==> config.mk <==
export PLATFORM = sky130hd
export DESIGN_NAME = mult_pipe
export DESIGN_NICKNAME = d
export VERILOG_FILES = /design/src/rtl/mult_pkg.sv /design/src/rtl/mult_pp_array.sv /design/src/rtl/mult_pipe.sv
export SDC_FILE = /design/constraint.sdc
export NUM_CORES = 2
export LEC_CHECK = 0
export ABC_CLOCK_PERIOD_IN_PS = 24100
export CAP_MARGIN = 20
export CORE_MARGIN = 5
export CORE_UTILIZATION = 57
export CTS_CLUSTER_SIZE = 25
export DETAILED_ROUTE_END_ITERATION = 10
export PLACE_DENSITY = 0.77
export SLEW_MARGIN = 20
export SYNTH_ARGS = -nofsm -noshare
export SYNTH_HDL_FRONTEND = slang
export SYNTH_SLANG_ARGS = --single-unit
==> constraint.sdc <==
create_clock -name clk -period 24.1 [get_ports clk]
set_clock_uncertainty 0.15 [all_clocks]
set_input_delay 4.82 -clock clk [delete_from_list [all_inputs] [get_ports clk]]
set_output_delay 4.82 -clock clk [all_outputs]
set_load 0.02 [all_outputs]
==> src/rtl/mult_pkg.sv <==
// ---------------------------------------------------------------------------
// mult_pkg
// Shared definitions for the pipelined multiplier.
//   MULT_LAT    : number of register stages between acceptance and result
//   mult_mode_t : per-operand signedness selection
//   limbs()     : number of LIMB_W-wide limbs in a w-bit operand
// ---------------------------------------------------------------------------
package mult_pkg;

    localparam int MULT_LAT = 4;

    typedef struct packed {
        logic a_sgn;
        logic b_sgn;
    } mult_mode_t;

    function automatic int limbs(input int w, input int lw);
        return w / lw;
    endfunction

endpackage

==> src/rtl/mult_pp_array.sv <==
// ---------------------------------------------------------------------------
// mult_pp_array
// Second pipeline stage of mult_pipe: registers every LIMB_W x LIMB_W
// partial product of the two operand magnitudes.
// Ports:
//   clk    in   clock
//   rst    in   asynchronous active-high reset, clears all partial products
//   en     in   pipeline enable; registers hold when low
//   mag_a  in   A_W-bit unsigned magnitude of operand A
//   mag_b  in   B_W-bit unsigned magnitude of operand B
//   pp     out  packed partial products; pair (i,j) occupies slot i*NB+j,
//               each slot 2*LIMB_W bits wide
// ---------------------------------------------------------------------------
module mult_pp_array
    import mult_pkg::*;
#(
    parameter int A_W    = 32,
    parameter int B_W    = 32,
    parameter int LIMB_W = 16
) (
    input  logic                                                      clk,
    input  logic                                                      rst,
    input  logic                                                      en,
    input  logic [A_W-1:0]                                            mag_a,
    input  logic [B_W-1:0]                                            mag_b,
    output logic [limbs(A_W, LIMB_W)*limbs(B_W, LIMB_W)*2*LIMB_W-1:0] pp
);

    localparam int NA  = limbs(A_W, LIMB_W);
    localparam int NB  = limbs(B_W, LIMB_W);
    localparam int PPW = 2 * LIMB_W;

    // One small multiplier plus register per limb pair; each maps onto a
    // single DSP block in the target fabric.
    for (genvar i = 0; i < NA; i++) begin : g_a
        for (genvar j = 0; j < NB; j++) begin : g_b
            logic [PPW-1:0] pp_q;

            always_ff @(posedge clk or posedge rst) begin
                if (rst) begin
                    pp_q <= '0;
                end else if (en) begin
                    pp_q <= PPW'(mag_a[i*LIMB_W +: LIMB_W]) * PPW'(mag_b[j*LIMB_W +: LIMB_W]);
                end
            end

            assign pp[(i*NB+j)*PPW +: PPW] = pp_q;
        end
    end

endmodule

==> src/rtl/mult_pipe.sv <==
// ---------------------------------------------------------------------------
// mult_pipe
// Fully pipelined A_W x B_W integer multiplier supporting signed, unsigned
// and mixed-sign operands. Four stages, one operation per cycle, global
// stall on output backpressure.
//   S1: operand magnitudes and result sign
//   S2: limb partial products (mult_pp_array)
//   S3: shifted sum of partial products
//   S4: sign correction, result register
// Optional build macro MULT_TAG_EN adds in_tag/out_tag, a TAG_W-bit tag
// carried alongside each operation.
// Ports:
//   clk        in   clock
//   rst        in   asynchronous active-high reset, flushes the pipeline
//   in_valid   in   operation offered
//   in_ready   out  pipeline accepts an operation this cycle
//   in_a       in   operand A (A_W bits)
//   in_b       in   operand B (B_W bits)
//   in_a_sgn   in   1: A is two's complement, 0: unsigned
//   in_b_sgn   in   1: B is two's complement, 0: unsigned
//   out_valid  out  result available
//   out_ready  in   consumer accepts the result
//   out_p      out  full-width product (A_W+B_W bits)
//   in_tag     in   (MULT_TAG_EN only) operation tag
//   out_tag    out  (MULT_TAG_EN only) tag of the presented result
// ---------------------------------------------------------------------------
module mult_pipe
    import mult_pkg::*;
#(
    parameter int A_W    = 32,
    parameter int B_W    = 32,
    parameter int LIMB_W = 16,
    parameter int TAG_W  = 4
) (
    input  logic                 clk,
    input  logic                 rst,
    input  logic                 in_valid,
    output logic                 in_ready,
    input  logic [A_W-1:0]       in_a,
    input  logic [B_W-1:0]       in_b,
    input  logic                 in_a_sgn,
    input  logic                 in_b_sgn,
    output logic                 out_valid,
    input  logic                 out_ready,
    output logic [A_W+B_W-1:0]   out_p
`ifdef MULT_TAG_EN
    ,
    input  logic [TAG_W-1:0]     in_tag,
    output logic [TAG_W-1:0]     out_tag
`endif
);

    localparam int P_W     = A_W + B_W;
    localparam int NA      = limbs(A_W, LIMB_W);
    localparam int NB      = limbs(B_W, LIMB_W);
    localparam int PPW     = 2 * LIMB_W;
    localparam int PP_BITS = NA * NB * PPW;

    if ((A_W % LIMB_W) != 0 || (B_W % LIMB_W) != 0) begin : g_bad_limb
        $error("mult_pipe: A_W and B_W must be multiples of LIMB_W");
    end
    if (TAG_W < 1) begin : g_bad_tag
        $error("mult_pipe: TAG_W must be at least 1");
    end

    logic                en;
    logic [MULT_LAT-1:0] vld;
    mult_mode_t          mode;
    logic                neg_a;
    logic                neg_b;
    logic [A_W-1:0]      abs_a;
    logic [B_W-1:0]      abs_b;

    logic [A_W-1:0]      mag_a1;
    logic [B_W-1:0]      mag_b1;
    logic                neg1;
    logic                neg2;
    logic [PP_BITS-1:0]  pp2;
    logic [P_W-1:0]      sum;
    logic [P_W-1:0]      mag3;
    logic                neg3;
    logic [P_W-1:0]      p4;

    // The whole pipeline freezes only when a finished result is being
    // refused; a bubble in S4 or an accepting consumer keeps it moving.
    assign en        = !(out_valid && !out_ready);
    assign in_ready  = en;
    assign out_valid = vld[MULT_LAT-1];
    assign out_p     = p4;

    // Magnitude of the most-negative value still fits the unsigned width,
    // so the plain two's-complement negate is exact here.
    assign mode  = {in_a_sgn, in_b_sgn};
    assign neg_a = mode.a_sgn & in_a[A_W-1];
    assign neg_b = mode.b_sgn & in_b[B_W-1];
    assign abs_a = neg_a ? -in_a : in_a;
    assign abs_b = neg_b ? -in_b : in_b;

    // Valid bits shift with the data; a cleared bit is a bubble.
    always_ff @(posedge clk or posedge rst) begin
        if (rst) begin
            vld <= '0;
        end else if (en) begin
            vld <= {vld[MULT_LAT-2:0], in_valid};
        end
    end

    always_ff @(posedge clk or posedge rst) begin
        if (rst) begin
            mag_a1 <= '0;
            mag_b1 <= '0;
            neg1   <= 1'b0;
        end else if (en) begin
            mag_a1 <= abs_a;
            mag_b1 <= abs_b;
            neg1   <= neg_a ^ neg_b;
        end
    end

    mult_pp_array #(
        .A_W    (A_W),
        .B_W    (B_W),
        .LIMB_W (LIMB_W)
    ) u_pp_array (
        .clk   (clk),
        .rst   (rst),
        .en    (en),
        .mag_a (mag_a1),
        .mag_b (mag_b1),
        .pp    (pp2)
    );

    always_ff @(posedge clk or posedge rst) begin
        if (rst) begin
            neg2 <= 1'b0;
        end else if (en) begin
            neg2 <= neg1;
        end
    end

    // Each partial product sits at the sum of its two limb offsets; the
    // total of unsigned magnitudes cannot exceed P_W bits.
    always_comb begin
        sum = '0;
        for (int i = 0; i < NA; i++) begin
            for (int j = 0; j < NB; j++) begin
                sum = sum + (P_W'(pp2[(i*NB+j)*PPW +: PPW]) << ((i + j) * LIMB_W));
            end
        end
    end

    always_ff @(posedge clk or posedge rst) begin
        if (rst) begin
            mag3 <= '0;
            neg3 <= 1'b0;
        end else if (en) begin
            mag3 <= sum;
            neg3 <= neg2;
        end
    end

    // Negating a zero magnitude yields zero, so no special case is needed.
    always_ff @(posedge clk or posedge rst) begin
        if (rst) begin
            p4 <= '0;
        end else if (en) begin
            p4 <= neg3 ? -mag3 : mag3;
        end
    end

`ifdef MULT_TAG_EN
    logic [TAG_W-1:0] tag_q [MULT_LAT];

    always_ff @(posedge clk or posedge rst) begin
        if (rst) begin
            for (int k = 0; k < MULT_LAT; k++) begin
                tag_q[k] <= '0;
            end
        end else if (en) begin
            tag_q[0] <= in_tag;
            for (int k = 1; k < MULT_LAT; k++) begin
                tag_q[k] <= tag_q[k-1];
            end
        end
    end

    assign out_tag = tag_q[MULT_LAT-1];
`endif

endmodule

==> run metrics <==
I/O Pins=136; Area contributors post-synth=fa_1 32%, dfrtp_1 16%, ha_1 11%, nand2_1 7.2%, inv_1 7.0%; average routed wire per standard cell=18.58 µm; Simple-Gate Fraction of Synth Area=17.89%; routed vias/inst=5.646; WS Path Type=in2out; TritonCTS Sinks=327; DIE HEIGHT=307.6 µm; Yosys warnings=0; clk_lat worst skew=600 ps; Post-synth EDFFs=0; DRC viols=0; async set-reset flop share out of synthesis=100.0%; Placed Cells=6,799; Max Clk Rate=0.08734 GHz; Post-CTS Setup Repair Bufs=0; CTS tree=done; Via Count=38,820; Antenna diodes=0; endpoints failing setup=0; share of cells above drive strength 1=3.240%; R2R depth=21; fin. max-slew vios=0; synthesized cell area=50,480 µm²; Max Cap Viol=0; clock buffer count from CTS=41; FF+latch count, synth=327; Min-Delay Path Class=reg2reg; fin util=61.56%; clock buffer depth=3; DR pass1 iterations=7; NumNets Final=7,007; chip width=307.6 µm; Tot GR Track Use=27.41%; CP Max Fanout=103; syn_nets=7,049; CTS resizes=0; Critical Path Source Type=input port; area share of the largest cell type after synthesis=32.08%; fillers=7,516; # port buffers=135; Reg clk slew, reported paths=60 ps; Hold Slack=316.1 ps; Hold Path Depth=1; Post-Layout Cell Count=6,875; proportion of synthesized area in mux cells=0.06196%; Seq/Total Area, Yosys=16.21%; Synth-to-Final Area Change=7.443%; antenna violations before repair=1; Sequential cell area=8192 µm²; Core Area=88,100 µm²; Worst EP arrival=6480 ps; largest net degree at the start of global routing=222; Antenna Violating Nets Remaining=0; Synth Area per Inst=8.827 µm²; Worst-Margin Slew=1155 ps; Hold Fails Final Rpt=0; Cell Rows=109; number of global-route vias before repair=41,210; slew margin rel.=22.32%; Synth Area in Adders=43.26%; Compound-Gate Fraction of Synth Area=9.230%; final setup TNS=0 ps; Placer Congestion=0.9039; H-tree depth=2; unrepaired setup endpoints after global routing=no; CP endpoint kind=output pin; Root Driver=clkbuf_16; leading area contributor after synthesis=fa_1; Initial Util=57.30%; Distinct cells, synth=81; largest family of logic cells by synthesized area=adder cells; die area=94,610 µm²; final wirelength=127.7 mm; Post-Synth XOR/XNOR Area=4.181%; Post-synth top flop=dfrtp_1; Multi-input gate area=37,690 µm²; DR iter-0 viols=2,289; Hold-fix buffers, CTS=0; status=complete, no violations; dpl hpwl=96.07 mm; first-pass GRT wire length=210.3 mm; fin crit share=47.51%; Tmin final=11,450 ps; Remaining Overflow, GRT=0; Post-Syn Instances=5,719; critical path required time=19,130 ps
[critical path, cell delays in order]
cell and delay (ps):
clkdlybuf4s50_1 500, nor2b_4 70, inv_8 360, clkdlybuf4s50_1 710
[layout make-up]
class | instances | area share (%)
Multi-Input combinational cell | 4162 | 69.48
Tap cell | 1165 | 2.687
Sequential cell | 327 | 15.10
Timing Repair Buffer | 206 | 3.516
Inverter | 939 | 6.526
Clock buffer | 60 | 2.226
Clock inverter | 16 | 0.4591
[Yosys cell counts, types with 12 or more instances]
master    instances
nor2_1          192
xor2_1          139
nand3_1          37
a31oi_1          35
nand4_1          20
dfrtp_1         327
a21oi_1         202
a211oi_1         23
o41ai_1          14
o21a_1           20
or3_1            14
and2_1          485
a21o_1           64
and3_1           13
ha_1            451
or4_1            20
clkbuf_1        280
nor4_1           12
xnor2_1         102
o21bai_1         23
nor2b_1          20
nand2_1         970
nor3_1           41
o31ai_1          46
nand2b_1         23
inv_1           938
o21ai_0         259
fa_1            809
[placed cells by master (no fill, tap or decap), drive strengths merged, types with 39 or more instances in the layout]
| cell | n |
|---|---|
| a21o | 64 |
| a21oi | 204 |
| inv | 942 |
| ha | 451 |
| nand3 | 39 |
| buf | 71 |
| xor2 | 139 |
| fa | 809 |
| dfrtp | 327 |
| xnor2 | 102 |
| nor3 | 44 |
| and2 | 485 |
| o21ai | 269 |
| o31ai | 47 |
| nor2 | 192 |
| clkbuf | 60 |
| nand2 | 972 |
| clkdlybuf4s50 | 135 |
[state kept, by name, summed over array words and instances (netlist names)]
signal / cells
neg2: 1
mag_b1: 32
neg3: 1
u_pp_array.g_a.g_b.pp_q: 128
vld: 4
out_p: 64
neg1: 1
mag_a1: 32
mag3: 64
[metrics by stage]
| step | area [µm²] | setup slack [ps] |
|---|---|---|
| after floorplan | 50480 | 10080 |
| after global placement | 52770 | 12620 |
| after detailed placement | 52770 | 12620 |
| after CTS | 54230 | 12610 |
| after global routing | 54240 | 12550 |
| final | 54240 | 12650 |
[metal layers]
metal | up-vias | routed length [µm] | share of wire (%) | track usage, %
li1 | 17720 | - | - | -
met1 | 19470 | 48820 | 38 | 33.58
met2 | 1238 | 63020 | 49 | 47.16
met3 | 385 | 7640 | 6.0 | 4.023
met4 | 0 | 8231 | 6.4 | 14.53
met5 | - | 0 | 0 | 0
[path summary, 6_finish.rpt]
check | startpoint | to | slack (ps)
max | out_ready | in_ready | 12650
min | vld[2] | vld[3] | 320
max reg2reg | mag_a1[11] | u_pp_array.g_a[0].g_b[0].pp_q[30] | 16420
min reg2reg | vld[2] | vld[3] | 320
max in group asynchronous | rst | neg3 | 17710
min in group asynchronous | rst | out_p[18] | 4600
[logic make-up (layout without fill, tap and decap cells)]
group / Yosys count / count (layout)
simple gates: 1892 / 1892
fa+ha+maj: 1260 / 1260
buf+inv: 1230 / 1221
compound gates: 766 / 766
flops: 327 / 327
xor+xnor: 241 / 241
mux: 3 / 3
Power is not shown: default switching activity piles up to over one toggle a cycle in this logic, so the estimate is an artifact.
